**config.mk**
```make
export PLATFORM = sky130hd
export DESIGN_NAME = ebox_mbox_req_flat
export DESIGN_NICKNAME = d
export VERILOG_FILES = /design/src/rtl/ebox_mbox_req_if.sv /design/src/rtl/ebox_mbox_req.sv /design/src/flat_wrapper.sv
export SDC_FILE = /design/constraint.sdc
export NUM_CORES = 1
export LEC_CHECK = 0
export CORE_AREA = 2 2 112 114
export CTS_BUF_LIST = sky130_fd_sc_hd__clkbuf_8 sky130_fd_sc_hd__clkbuf_16
export DETAILED_ROUTE_END_ITERATION = 8
export DIE_AREA = 0 0 114 116
export MAX_ROUTING_LAYER = met4
export PLACE_DENSITY = 0.75
export SKIP_LAST_GASP = 1
export SYNTH_ARGS = -nofsm -noshare
export SYNTH_HDL_FRONTEND = slang
export SYNTH_SLANG_ARGS = --single-unit
export TNS_END_PERCENT = 1
```
**constraint.sdc**
```tcl
create_clock -name clk -period 5.2 [get_ports clk]
set_clock_uncertainty 0.05 [all_clocks]
set_input_delay 1.04 -clock clk [delete_from_list [all_inputs] [get_ports clk]]
set_output_delay 1.04 -clock clk [all_outputs]
set_load 0.005 [all_outputs]
```
**src/rtl/ebox_mbox_req_if.sv**
```systemverilog
// EBOX <-> MCL/MBOX request bundle for ebox_mbox_req.
// master = sequencer side, slave = MCL/MBOX environment side.
interface ebox_mbox_req_if #(
    parameter int ADDR_W = 23,
    parameter int DATA_W = 36
);
    logic              CYC_REQ;
    logic              VMA_READ;
    logic              VMA_WRITE;
    logic              VMA_PAUSE;
    logic              VMA_FETCH;
    logic              LOAD_AR;
    logic              LOAD_ARX;
    logic [ADDR_W-1:0] VMA;
    logic [DATA_W-1:0] STORE_DATA;

    logic              MBOX_REQ;
    logic              MBOX_RD;
    logic              MBOX_WR;
    logic              MBOX_FETCH;
    logic [ADDR_W-1:0] MBOX_ADDR;
    logic [DATA_W-1:0] MBOX_WDATA;
    logic              MBOX_ACK;
    logic              MBOX_RESP;
    logic              MBOX_ERR;
    logic [DATA_W-1:0] MBOX_RDATA;

    logic              MB_WAIT;
    logic              AR_LOAD;
    logic              ARX_LOAD;
    logic [DATA_W-1:0] MB_DATA;
    logic              MEM_FAIL;
    logic              RPW_ABORT;

    modport master (
        input  CYC_REQ, VMA_READ, VMA_WRITE, VMA_PAUSE, VMA_FETCH,
        input  LOAD_AR, LOAD_ARX, VMA, STORE_DATA,
        input  MBOX_ACK, MBOX_RESP, MBOX_ERR, MBOX_RDATA,
        output MBOX_REQ, MBOX_RD, MBOX_WR, MBOX_FETCH,
        output MBOX_ADDR, MBOX_WDATA,
        output MB_WAIT, AR_LOAD, ARX_LOAD, MB_DATA,
        output MEM_FAIL, RPW_ABORT
    );

    modport slave (
        output CYC_REQ, VMA_READ, VMA_WRITE, VMA_PAUSE, VMA_FETCH,
        output LOAD_AR, LOAD_ARX, VMA, STORE_DATA,
        output MBOX_ACK, MBOX_RESP, MBOX_ERR, MBOX_RDATA,
        input  MBOX_REQ, MBOX_RD, MBOX_WR, MBOX_FETCH,
        input  MBOX_ADDR, MBOX_WDATA,
        input  MB_WAIT, AR_LOAD, ARX_LOAD, MB_DATA,
        input  MEM_FAIL, RPW_ABORT
    );
endinterface

```
**src/rtl/ebox_mbox_req.sv**
```systemverilog
// EBOX-side MBOX request sequencer (read, write, read-pause-write).
// Optional watchdog: define MBOX_REQ_TIMEOUT_EN.
module ebox_mbox_req #(
    parameter int ADDR_W         = 23,
    parameter int DATA_W         = 36,
    parameter int TIMEOUT_CYCLES = 1023
) (
    input  logic            clk,
    input  logic            MR_RESET_n,
    ebox_mbox_req_if.master bus
);

    typedef enum logic [2:0] {
        IDLE,
        REQ,
        RDWAIT,
        PAUSE,
        WRWAIT
    } state_e;

    state_e            state_q;
    logic              req_q;
    logic              rd_q;
    logic              wr_q;
    logic              fetch_q;
    logic              pause_q;
    logic              ld_ar_q;
    logic              ld_arx_q;
    logic [ADDR_W-1:0] addr_q;
    logic [DATA_W-1:0] wdata_q;
    logic [DATA_W-1:0] mb_data_q;
    logic              ar_load_q;
    logic              arx_load_q;
    logic              mem_fail_q;
    logic              rpw_abort_q;

    logic new_req;
    logic waiting;
    logic done;
    logic tmo_hit;

    assign new_req = bus.CYC_REQ & (bus.VMA_READ | bus.VMA_WRITE);
    assign waiting = (state_q == REQ) | (state_q == RDWAIT)
                   | (state_q == WRWAIT);

    // A response only counts once the request has been acknowledged.
    always_comb begin
        done = 1'b0;
        unique case (state_q)
            REQ:     done = bus.MBOX_ACK & bus.MBOX_RESP;
            RDWAIT:  done = bus.MBOX_RESP;
            WRWAIT:  done = bus.MBOX_RESP;
            default: done = 1'b0;
        endcase
    end

`ifdef MBOX_REQ_TIMEOUT_EN
    localparam int CNT_W = $clog2(TIMEOUT_CYCLES + 1);

    logic [CNT_W-1:0] tmo_q;

    assign tmo_hit = waiting
                   & (tmo_q == CNT_W'(TIMEOUT_CYCLES - 1));

    // Held at zero outside the wait states, so REQ entry starts at 0.
    always_ff @(posedge clk or negedge MR_RESET_n) begin
        if (!MR_RESET_n) begin
            tmo_q <= '0;
        end else if (waiting) begin
            tmo_q <= tmo_q + 1'b1;
        end else begin
            tmo_q <= '0;
        end
    end
`else
    logic unused_tmo;

    assign tmo_hit    = 1'b0;
    assign unused_tmo = (TIMEOUT_CYCLES > 0);
`endif

    always_ff @(posedge clk or negedge MR_RESET_n) begin
        if (!MR_RESET_n) begin
            state_q     <= IDLE;
            req_q       <= 1'b0;
            rd_q        <= 1'b0;
            wr_q        <= 1'b0;
            fetch_q     <= 1'b0;
            pause_q     <= 1'b0;
            ld_ar_q     <= 1'b0;
            ld_arx_q    <= 1'b0;
            addr_q      <= '0;
            wdata_q     <= '0;
            mb_data_q   <= '0;
            ar_load_q   <= 1'b0;
            arx_load_q  <= 1'b0;
            mem_fail_q  <= 1'b0;
            rpw_abort_q <= 1'b0;
        end else begin
            ar_load_q   <= 1'b0;
            arx_load_q  <= 1'b0;
            mem_fail_q  <= 1'b0;
            rpw_abort_q <= 1'b0;

            unique case (state_q)
                IDLE: begin
                    if (new_req) begin
                        state_q  <= REQ;
                        req_q    <= 1'b1;
                        rd_q     <= bus.VMA_READ;
                        wr_q     <= bus.VMA_WRITE;
                        fetch_q  <= bus.VMA_FETCH;
                        pause_q  <= bus.VMA_PAUSE;
                        ld_ar_q  <= bus.LOAD_AR;
                        ld_arx_q <= bus.LOAD_ARX;
                        addr_q   <= bus.VMA;
                        if (bus.VMA_WRITE & ~bus.VMA_PAUSE) begin
                            wdata_q <= bus.STORE_DATA;
                        end
                    end
                end
                REQ: begin
                    if (bus.MBOX_ACK) begin
                        req_q   <= 1'b0;
                        state_q <= rd_q ? RDWAIT : WRWAIT;
                    end else if (tmo_hit) begin
                        req_q      <= 1'b0;
                        mem_fail_q <= 1'b1;
                        state_q    <= IDLE;
                    end
                end
                RDWAIT, WRWAIT: begin
                    if (tmo_hit & ~bus.MBOX_RESP) begin
                        mem_fail_q <= 1'b1;
                        state_q    <= IDLE;
                    end
                end
                PAUSE: begin
                    if (bus.CYC_REQ & bus.VMA_WRITE) begin
                        // Write half of RPW reuses the held address.
                        state_q  <= REQ;
                        req_q    <= 1'b1;
                        rd_q     <= 1'b0;
                        wr_q     <= 1'b1;
                        fetch_q  <= 1'b0;
                        pause_q  <= 1'b0;
                        ld_ar_q  <= 1'b0;
                        ld_arx_q <= 1'b0;
                        wdata_q  <= bus.STORE_DATA;
                    end else if (bus.CYC_REQ) begin
                        rpw_abort_q <= 1'b1;
                        state_q     <= IDLE;
                        if (new_req) begin
                            state_q  <= REQ;
                            req_q    <= 1'b1;
                            rd_q     <= bus.VMA_READ;
                            wr_q     <= 1'b0;
                            fetch_q  <= bus.VMA_FETCH;
                            pause_q  <= bus.VMA_PAUSE;
                            ld_ar_q  <= bus.LOAD_AR;
                            ld_arx_q <= bus.LOAD_ARX;
                            addr_q   <= bus.VMA;
                        end
                    end
                end
                default: begin
                    state_q <= IDLE;
                    req_q   <= 1'b0;
                end
            endcase

            // Completion overrides the wait-state transitions above.
            if (done) begin
                req_q <= 1'b0;
                if (bus.MBOX_ERR) begin
                    mem_fail_q <= 1'b1;
                    state_q    <= IDLE;
                end else if (rd_q) begin
                    mb_data_q  <= bus.MBOX_RDATA;
                    ar_load_q  <= ld_ar_q;
                    arx_load_q <= ld_arx_q;
                    state_q    <= pause_q ? PAUSE : IDLE;
                end else begin
                    state_q <= IDLE;
                end
            end
        end
    end

    assign bus.MBOX_REQ   = req_q;
    assign bus.MBOX_RD    = rd_q;
    assign bus.MBOX_WR    = wr_q;
    assign bus.MBOX_FETCH = fetch_q;
    assign bus.MBOX_ADDR  = addr_q;
    assign bus.MBOX_WDATA = wdata_q;
    assign bus.MB_WAIT    = waiting;
    assign bus.AR_LOAD    = ar_load_q;
    assign bus.ARX_LOAD   = arx_load_q;
    assign bus.MB_DATA    = mb_data_q;
    assign bus.MEM_FAIL   = mem_fail_q;
    assign bus.RPW_ABORT  = rpw_abort_q;

endmodule

```
**src/flat_wrapper.sv**
```systemverilog
// flat-port wrapper written by rule: the top's interface ports become plain ports
module ebox_mbox_req_flat 
#(
    parameter int ADDR_W         = 23,
    parameter int DATA_W         = 36,
    parameter int TIMEOUT_CYCLES = 1023
)
  (clk, MR_RESET_n, bus_CYC_REQ, bus_VMA_READ, bus_VMA_WRITE, bus_VMA_PAUSE, bus_VMA_FETCH, bus_LOAD_AR, bus_LOAD_ARX, bus_VMA, bus_STORE_DATA, bus_MBOX_ACK, bus_MBOX_RESP, bus_MBOX_ERR, bus_MBOX_RDATA, bus_MBOX_REQ, bus_MBOX_RD, bus_MBOX_WR, bus_MBOX_FETCH, bus_MBOX_ADDR, bus_MBOX_WDATA, bus_MB_WAIT, bus_AR_LOAD, bus_ARX_LOAD, bus_MB_DATA, bus_MEM_FAIL, bus_RPW_ABORT);
  ebox_mbox_req_if #(.ADDR_W(ADDR_W), .DATA_W(DATA_W)) bus_i ();
  input  logic clk;
  input  logic MR_RESET_n;
  input wire logic [$bits(bus_i.CYC_REQ)-1:0] bus_CYC_REQ;
  input wire logic [$bits(bus_i.VMA_READ)-1:0] bus_VMA_READ;
  input wire logic [$bits(bus_i.VMA_WRITE)-1:0] bus_VMA_WRITE;
  input wire logic [$bits(bus_i.VMA_PAUSE)-1:0] bus_VMA_PAUSE;
  input wire logic [$bits(bus_i.VMA_FETCH)-1:0] bus_VMA_FETCH;
  input wire logic [$bits(bus_i.LOAD_AR)-1:0] bus_LOAD_AR;
  input wire logic [$bits(bus_i.LOAD_ARX)-1:0] bus_LOAD_ARX;
  input wire logic [$bits(bus_i.VMA)-1:0] bus_VMA;
  input wire logic [$bits(bus_i.STORE_DATA)-1:0] bus_STORE_DATA;
  input wire logic [$bits(bus_i.MBOX_ACK)-1:0] bus_MBOX_ACK;
  input wire logic [$bits(bus_i.MBOX_RESP)-1:0] bus_MBOX_RESP;
  input wire logic [$bits(bus_i.MBOX_ERR)-1:0] bus_MBOX_ERR;
  input wire logic [$bits(bus_i.MBOX_RDATA)-1:0] bus_MBOX_RDATA;
  output wire logic [$bits(bus_i.MBOX_REQ)-1:0] bus_MBOX_REQ;
  output wire logic [$bits(bus_i.MBOX_RD)-1:0] bus_MBOX_RD;
  output wire logic [$bits(bus_i.MBOX_WR)-1:0] bus_MBOX_WR;
  output wire logic [$bits(bus_i.MBOX_FETCH)-1:0] bus_MBOX_FETCH;
  output wire logic [$bits(bus_i.MBOX_ADDR)-1:0] bus_MBOX_ADDR;
  output wire logic [$bits(bus_i.MBOX_WDATA)-1:0] bus_MBOX_WDATA;
  output wire logic [$bits(bus_i.MB_WAIT)-1:0] bus_MB_WAIT;
  output wire logic [$bits(bus_i.AR_LOAD)-1:0] bus_AR_LOAD;
  output wire logic [$bits(bus_i.ARX_LOAD)-1:0] bus_ARX_LOAD;
  output wire logic [$bits(bus_i.MB_DATA)-1:0] bus_MB_DATA;
  output wire logic [$bits(bus_i.MEM_FAIL)-1:0] bus_MEM_FAIL;
  output wire logic [$bits(bus_i.RPW_ABORT)-1:0] bus_RPW_ABORT;
  assign bus_i.CYC_REQ = bus_CYC_REQ;
  assign bus_i.VMA_READ = bus_VMA_READ;
  assign bus_i.VMA_WRITE = bus_VMA_WRITE;
  assign bus_i.VMA_PAUSE = bus_VMA_PAUSE;
  assign bus_i.VMA_FETCH = bus_VMA_FETCH;
  assign bus_i.LOAD_AR = bus_LOAD_AR;
  assign bus_i.LOAD_ARX = bus_LOAD_ARX;
  assign bus_i.VMA = bus_VMA;
  assign bus_i.STORE_DATA = bus_STORE_DATA;
  assign bus_i.MBOX_ACK = bus_MBOX_ACK;
  assign bus_i.MBOX_RESP = bus_MBOX_RESP;
  assign bus_i.MBOX_ERR = bus_MBOX_ERR;
  assign bus_i.MBOX_RDATA = bus_MBOX_RDATA;
  assign bus_MBOX_REQ = bus_i.MBOX_REQ;
  assign bus_MBOX_RD = bus_i.MBOX_RD;
  assign bus_MBOX_WR = bus_i.MBOX_WR;
  assign bus_MBOX_FETCH = bus_i.MBOX_FETCH;
  assign bus_MBOX_ADDR = bus_i.MBOX_ADDR;
  assign bus_MBOX_WDATA = bus_i.MBOX_WDATA;
  assign bus_MB_WAIT = bus_i.MB_WAIT;
  assign bus_AR_LOAD = bus_i.AR_LOAD;
  assign bus_ARX_LOAD = bus_i.ARX_LOAD;
  assign bus_MB_DATA = bus_i.MB_DATA;
  assign bus_MEM_FAIL = bus_i.MEM_FAIL;
  assign bus_RPW_ABORT = bus_i.RPW_ABORT;
  ebox_mbox_req #(.ADDR_W(ADDR_W), .DATA_W(DATA_W), .TIMEOUT_CYCLES(TIMEOUT_CYCLES)) u_core (.clk(clk), .MR_RESET_n(MR_RESET_n), .bus(bus_i));
endmodule
```
---- Word level (Yosys, flattened, before mapping) ----
Index checks and enable logic that the tools add are counted.
Widths: inputs -> output; s select.
storage, ports and cells
  register bits ........................... 109
  input port bits ......................... 107
  output and inout port bits .............. 104
  word-level logic and storage cells ...... 111
cells by class
  equal/unequal tests ..................... 15
  mux-type cells .......................... 62
  bitwise operators ....................... 9
  reduce and logical (&&, ||, !) cells .... 10
operators with widths
  cell                number
  $mux 36             3
  $pmux 36 s2         1
  $mux 23             3
  $pmux 23 s2         1
  $mux 1              36
  $mux 3              8
  $pmux 1 s2          7
  $pmux 3 s4          1
  $reduce_and 4->1    3
  $reduce_and 3->1    3
  $ne 2x1->1 const B  4
  $eq 3x2->1 const B  2
  $ne 3x1->1 const B  2
  $ne 3x2->1 const B  2
  $and 1x1->1         4
  $ne 2x2->1 const B  2
  $ne 4x2->1 const B  1
  $pmux 1 s4          1
  $eq 3x1->1 const B  1
  $eq 3x3->1 const B  1
  $logic_not 3->1     1
  $or 1x1->1          3
  $mux 2              1
  $not 1->1           2
  3 further kinds     3

---- Logic depth before layout (Yosys ltp) ----
Gate-level depths: netlist of run 1.
  depth after elaboration ................. 7
  depth in mapped cells ................... 6
  gate-level depth less buffers ........... 4

---- Worst setup path before layout of run 1 ----
Ideal clock, no wire load.
  path type ............................... input to register
  start point ............................. input bus_VMA_WRITE
  end point ............................... register u_core.addr_q[10] (netlist: u_core.bus.MBOX_ADDR[10])
  setup time .............................. 125 ps
  arrival time ............................ 2232 ps
  data required time ...................... 5025 ps
  slack ................................... 2793 ps
  stages on the path ...................... 5
  path buffers ............................ 2
  path through ............................ clkbuf_1 nor2_1 a2111o_1 buf_6 mux2_4
on the way
  longest elaborated chain between the ends .. 6
  elaborated cells on any way between the ends .. 9
  classes of those cells .................. eq/ne: 1; mux: 4; bitwise: 3; reduce/logical: 1
RTL lines
  item                    RTL line              RTL
  start: declaration      flat_wrapper.sv:14    input wire logic [$bits(bus_i.VMA_WRITE)-1:0] bus_VMA_WRITE;
  $or 1x1->1              ebox_mbox_req.sv:42   assign new_req = bus.CYC_REQ & (bus.VMA_READ | bus.VMA_WRITE);
  $and 1x1->1             ebox_mbox_req.sv:42
  $mux 23 (3 in series)   -
  $pmux 23 s2             -
  end signal: assignment  ebox_mbox_req.sv:116  addr_q <= bus.VMA;
  end signal: assignment  ebox_mbox_req.sv:162  addr_q <= bus.VMA;
  end: declaration        ebox_mbox_req.sv:29   logic [ADDR_W-1:0] addr_q;
Parallel ways exist; a longest one is shown, timed or not. The select of a mux whose other input is x is not followed.
A chain may end at the register's enable or synchronous reset.

---- Worst setup path after layout of run 1 ----
  start point ............................. register u_core.state_q[1]
  end point ............................... output bus_MB_WAIT
on the way
  longest elaborated chain between the ends .. 3
  elaborated cells on any way between the ends .. 5
  classes of those cells .................. eq/ne: 3; bitwise: 2
RTL lines
  item                                      RTL line              RTL
  start: declaration                        ebox_mbox_req.sv:21   state_e state_q;
  start signal: assignment                  ebox_mbox_req.sv:125  state_q <= rd_q ? RDWAIT : WRWAIT;
  start signal: assignment                  ebox_mbox_req.sv:182  state_q <= pause_q ? PAUSE : IDLE;
  $eq 3x1->1 or $eq 3x2->1 (tied branches)  ebox_mbox_req.sv:43   assign waiting = (state_q == REQ) | (state_q == RDWAIT)
  $or 1x1->1                                ebox_mbox_req.sv:43
  $or 1x1->1 (*)                            ebox_mbox_req.sv:44   | (state_q == WRWAIT);
  end: declaration                          flat_wrapper.sv:31    output wire logic [$bits(bus_i.MB_WAIT)-1:0] bus_MB_WAIT;
Every way passes the cells marked *; elsewhere a longest branch is shown, timed or not.

==> results of run 1 <==
==> cells in the mapped netlist (all sizes together) <==
cell,number,share of area
a32oi,1,0.0020
mux2,95,0.26
clkbuf,2,0.0017
o32a,1,0.0023
dfrtp,109,0.62
nand2,4,0.0034
and2,2,0.0029
a22o,2,0.0040
inv,3,0.0026
o21ai,2,0.0023
buf,11,0.018
a211oi,1,0.0017
nor4,1,0.0014
a22oi,1,0.0017
and3b,2,0.0040
nand2b,2,0.0029
nor4b,2,0.0040
a21oi,3,0.0034
mux2i,5,0.011
xor2,1,0.0020
o311ai,1,0.0037
nor2,13,0.011
or2,1,0.0014
nand3,2,0.0034
a31o,1,0.0020
a21o,1,0.0017
a211o,1,0.0020
nor2b,4,0.0057
nor3,5,0.0080
a2111o,1,0.0026
==> metal layers <==
metal / wire [um] / GRT usage
met1: 4310 / 0.194
met2: 5150 / 0.257
met3: 685 / 0.0350
met4: 184 / 0.0667
met5: 0 / -
==> layout make-up <==
type	count	area, um2	share of cell area
Sequential cell	109	2730	0.395
Timing Repair Buffer	212	2110	0.306
Multi-Input combinational cell	155	1550	0.225
Clock buffer	11	253	0.0366
Tap cell	147	184	0.0266
Clock inverter	5	58.8	0.00852
Inverter	3	11.3	0.00163
Antenna cell	1	2.50	0.000363
==> state kept, by name, indices dropped and copies added, names as in the netlist, 3 cells and up <==
| signal | count |
|---|---|
| u_core.bus.MBOX_ADDR | 23 |
| u_core.bus.MBOX_WDATA | 36 |
| u_core.bus.MB_DATA | 36 |
| u_core.state_q | 3 |
==> critical path, stage by stage, from the launching register on <==
cell	delay, ns
dfrtp_1	0.63
xor2_1	0.35
nor2_1	0.10
a21oi_1	0.14
clkdlybuf4s50_1	0.54
==> stage by stage <==
step / hold WS (ns) / area (um2) / std cells / setup slack [ns] / total power, mW
floorplan: 0.403 / 4370 / 280 / 2.79 / 2.25
global placement: 0.413 / 6590 / 626 / 1.81 / 3.22
detailed placement: 0.418 / 6590 / 626 / 1.72 / 3.28
CTS: 0.440 / 6900 / 642 / 2.01 / 4.00
global route: 0.470 / 6900 / 643 / 1.84 / 4.19
finish: 0.444 / 6900 / 643 / 2.01 / 3.94
==> layout by cell type, fill, tap and decap left out, types with 2 or more instances in the layout <==
cell             instances
clkdlybuf4s50_1        209
a21oi_1                  3
buf_4                    3
inv_1                    3
nor4b_1                  2
nand2b_1                 2
clkinvlp_4               2
clkbuf_16                9
and3b_1                  2
nor2b_1                  4
clkbuf_8                 2
mux2_2                  75
mux2i_1                  5
nand2_1                  4
dfrtp_1                109
o21ai_0                  2
nor3_1                   3
and2_1                   2
mux2_4                  20
a22o_1                   2
nor2_1                  13
==> worst max-delay path by stage <==
stage	end	from	cells after the start
after global routing	bus_MB_WAIT	u_core.state_q[1]$_DFFE_PN0P_	4
final	bus_MB_WAIT	u_core.state_q[1]$_DFFE_PN0P_	4
after detailed placement	u_core.bus.MBOX_ADDR[0]$_DFFE_PN0P_	bus_VMA_WRITE	4
after global placement	u_core.bus.MBOX_ADDR[22]$_DFFE_PN0P_	bus_VMA_WRITE	4
after CTS	bus_MB_WAIT	u_core.state_q[1]$_DFFE_PN0P_	4
after floorplan	u_core.bus.MBOX_ADDR[10]$_DFFE_PN0P_	bus_VMA_WRITE	5
==> power breakdown <==
part	total (mW)	internal, mW	switching (mW)
Sequential	1.51	1.26	0.248
Combinational	1.74	1.22	0.521
Clock	0.701	0.400	0.302
==> cells by family after synthesis <==
logic type,synth area share
AO/OA/AOI/OAI,0.0295
XOR/XNOR,0.00201
buffers and inverters,0.0221
flip-flops,0.624
multiplexers,0.274
AND/OR/NAND/NOR,0.0484
==> impl_metrics.py, run 1 <==
metrics = {
    "floorplan": {
        "row_count": 40,
        "die_y_um": 116,
        "initial_core_util": 0.367,
        "design.core.area_um2": 11900,
        "die-area_um2": 13200,
        "die_x_um": 114,
        "io_pins": 211,
    },
    "setup_path": {
        "regToRegEndpoint": "u_core.bus.MBOX_ADDR[22]$_DFFE_PN0P_",
        "worst-r2r-setup-slack_ns": 2.64,
        "cp.arrival_ns": 2.10,
        "crit_type": "register to output pin",
        "end_kind": "output pin",
        "r2r_start": "u_core.state_q[1]$_DFFE_PN0P_",
        "reg2reg_depth": 3,
        "cp_max_fo": 15,
        "worstPathRequired_ns": 4.11,
        "startpoint_type": "register",
    },
    "synth": {
        "ys_warn_count": 0,
        "avgSynthCellArea_um2": 15.6,
        "syn_nets": 387,
        "postSynthCellCount": 280,
        "synth.distinct_cells": 35,
        "netlist_area_um2": 4370,
        "yosysSeqAreaShare": 0.624,
        "ys_ff_latch": 109,
    },
    "routing": {
        "drc": 0,
        "vias_per_cell": 4.72,
        "wl_per_cell_um": 16.1,
        "num_vias": 3036,
        "drtPass1Iterations": 4,
        "wirelength_um": 10300,
        "ant_nets": 0,
        "drt_iter0_markers": 124,
    },
    "placed_design": {
        "dp_hpwl_um": 7590,
        "place.gp.congestion": 0.748,
        "portBuffers": 210,
    },
    "grt": {
        "globalRoute.totalOverflow": 0,
        "grt_pass1_vias": 3216,
        "grt_max_degree": 68,
        "grt_use_total": 0.159,
        "grt_pass1_wl_um": 15900,
        "antenna_found_initial": 1,
    },
    "cts": {
        "clkSinkCount": 109,
        "cts_max_level": 3,
        "cts_setup_buffers": 0,
        "cts-hold-fix-buffers": 0,
        "clk_latency_ns": 0.34,
        "tritoncts": "built",
        "cts-resized-gates": 0,
        "clk_pin_slew_ns": 0.07,
        "cts_inserted_buffers": 9,
        "clockBufferDepth": 2,
        "root_buffer": "clkbuf_16",
    },
    "hold_path": {
        "hold-path-endpoint": "u_core.bus.ARX_LOAD$_DFF_PN0_",
        "min_path_type": "register to register",
        "min-delay-start": "u_core.ld_arx_q$_DFFE_PN0P_",
        "worstHoldPathCells": 1,
    },
    "power": {
        "irDropWorstVdd_mv": 0.297,
        "power.density_nw_per_um2": 572,
        "p_leak_nw": 2.97,
    },
    "status": {
        "status": "complete, no violations",
    },
    "sta": {
        "min_period_ns": 3.19,
        "slew_violations": 0,
        "fin_setup_tns_ns": 0,
        "fin_crit_sh": 0.613,
        "slew_headroom": 0.185,
        "max_slew.worst_pin.slew_ns": 1.22,
        "setup_viol": 0,
        "max_freq_ghz": 0.314,
        "finalHoldViolCount": 0,
        "rsz0062_at_grt": "no",
    },
    "finish": {
        "n_fill_cell": 984,
        "drive_gt1_frac": 0.240,
        "syn2layout_area_growth_pct": 58.0,
        "fin_nets": 597,
        "fin_util": 0.579,
    },
    "flow_run": {
        "drv_cap": 0,
    },
}
(Power assumes the default switching activity.)
==> inputs of run 2 (changes only) <==
PLACE_DENSITY = 0.78   (was 0.75)
clock period = 2.65 ns   (was 5.2 ns; I/O delays follow)
==> run 2 against run 1 <==
Effect of this change: sequential power up 95%; sequential cell count is the same; non-clock buffer count up 5; global-route usage down 0.13 points; cell count rose by 0.78%; count of clock-buffer cells in the layout down 2; critical endpoint unchanged; largest power group unchanged.
==> impl_metrics.py, run 2 (synthesis results as in run 1) <==
metrics = {
    "status": {
        "status": "complete, no violations",
    },
    "power": {
        "power.density_nw_per_um2": 1110,
        "irDropWorstVdd_mv": 0.515,
        "p_leak_nw": 3.00,
        "p_total_mw": 7.71,
    },
    "floorplan": {
        "die_y_um": 116,
        "die-area_um2": 13200,
        "die_x_um": 114,
        "initial_core_util": 0.367,
        "row_count": 40,
        "io_pins": 211,
        "design.core.area_um2": 11900,
    },
    "sta": {
        "max_freq_ghz": 0.405,
        "slew_violations": 0,
        "hold_slack_ns": 0.115,
        "fin_setup_tns_ns": 0,
        "setup_viol": 0,
        "min_period_ns": 2.47,
        "rsz0062_at_grt": "no",
        "finalHoldViolCount": 0,
        "worst_slack_ns": 0.180,
        "slew_headroom": 0.632,
        "max_slew.worst_pin.slew_ns": 0.549,
        "fin_crit_sh": 0.932,
    },
    "setup_path": {
        "worstPathRequired_ns": 2.07,
        "end_kind": "output pin",
        "r2r_start": "u_core.state_q[1]$_DFFE_PN0P_",
        "regToRegEndpoint": "u_core.bus.MB_DATA[12]$_DFFE_PN0P_",
        "cp.arrival_ns": 1.89,
        "worst-r2r-setup-slack_ns": 0.63,
        "crit_type": "register to output pin",
        "cp_max_fo": 14,
        "reg2reg_depth": 6,
        "startpoint_type": "register",
    },
    "routing": {
        "wl_per_cell_um": 16.0,
        "num_vias": 3058,
        "wirelength_um": 10400,
        "drc": 0,
        "vias_per_cell": 4.72,
        "ant_nets": 0,
        "drtPass1Iterations": 4,
        "drt_iter0_markers": 100,
    },
    "finish": {
        "fin_util": 0.584,
        "drive_gt1_frac": 0.250,
        "fin_cells": 648,
        "fin_area_um2": 6950,
        "syn2layout_area_growth_pct": 59.2,
        "final_common_cell": "clkdlybuf4s50_1",
        "fin_nets": 602,
        "final_cell_mix": "clkdlybuf4s50_1 (209), dfrtp_1 (108), mux2_2 (75)",
    },
    "flow_run": {
        "drv_cap": 0,
    },
    "placed_design": {
        "portBuffers": 210,
        "place.gp.congestion": 0.792,
        "dp_hpwl_um": 7850,
        "placed_area_um2": 6650,
        "post-place-cells": 631,
        "pre_cts_slack_ns": 0.225,
    },
    "cts": {
        "cts_max_level": 3,
        "cts_setup_buffers": 0,
        "root_buffer": "clkbuf_16",
        "clk_pin_slew_ns": 0.07,
        "tritoncts": "built",
        "clkSinkCount": 109,
        "cts_inserted_buffers": 9,
        "cts-resized-gates": 0,
        "clockBufferDepth": 2,
        "clk_latency_ns": 0.33,
        "cts-hold-fix-buffers": 0,
    },
    "grt": {
        "grt_max_degree": 54,
        "grt_pass1_vias": 3148,
        "globalRoute.totalOverflow": 0,
        "grt_pass1_wl_um": 15900,
        "grt_use_total": 0.158,
        "antenna_found_initial": 1,
    },
    "hold_path": {
        "min_path_type": "input port to async pin",
    },
}
run 2: changes by cell type in the layout (fill, tap and decap cells not counted), sizes merged:
cell,previous run,this run
buf,3,8
clkbuf,11,9
clkinv,2,3
inv,3,4
run 2: power by group:
part / switching (mW) / internal [mW] / total [mW]
Clock: 0.586 / 0.728 / 1.31
Combinational: 1.05 / 2.40 / 3.45
Sequential: 0.468 / 2.47 / 2.94
run 2: layout make-up:
type | count | area (um2)
Antenna cell | 1 | 2.50
Clock buffer | 9 | 225
Clock inverter | 7 | 67.6
Fill cell | 1005 | 4960
Inverter | 3 | 11.3
Multi-Input combinational cell | 155 | 1560
Sequential cell | 109 | 2730
Tap cell | 147 | 184
Timing Repair Buffer | 217 | 2180
run 2: critical path, stage by stage, from the launching register on:
cell	delay, ns
dfrtp_2	0.50
xor2_2	0.28
nor2_1	0.09
a21oi_1	0.14
clkdlybuf4s50_1	0.54
run 2: worst max-delay path by stage:
stage	from	end	slack, ns	cells after the start
finish	u_core.state_q[0]$_DFFE_PN0P_	bus_MB_WAIT	0.18	4
global route	u_core.state_q[0]$_DFFE_PN0P_	bus_MB_WAIT	0.1	4
CTS	u_core.state_q[0]$_DFFE_PN0P_	bus_MB_WAIT	0.005	4
detailed placement	bus_MBOX_ACK	u_core.bus.MB_DATA[28]$_DFFE_PN0P_	0.23	6
global placement	bus_MBOX_ACK	u_core.bus.MB_DATA[7]$_DFFE_PN0P_	0.28	6
floorplan	bus_VMA_WRITE	u_core.bus.MBOX_ADDR[10]$_DFFE_PN0P_	0.75	5
run 2: metal layers:
layer,vias to the layer above,wire length (um),track usage
met4,0,165,0.0577
met5,-,0,-
met3,13,700,0.0314
met1,1500,4460,0.200
li1,1417,-,-
met2,128,5070,0.253
==> inputs of run 3 (changes only) <==
GPL_ROUTABILITY_DRIVEN = 0   (was default)
==> results of run 3 <==
The final DEF is identical to that of run 2; final timing and power are the same.
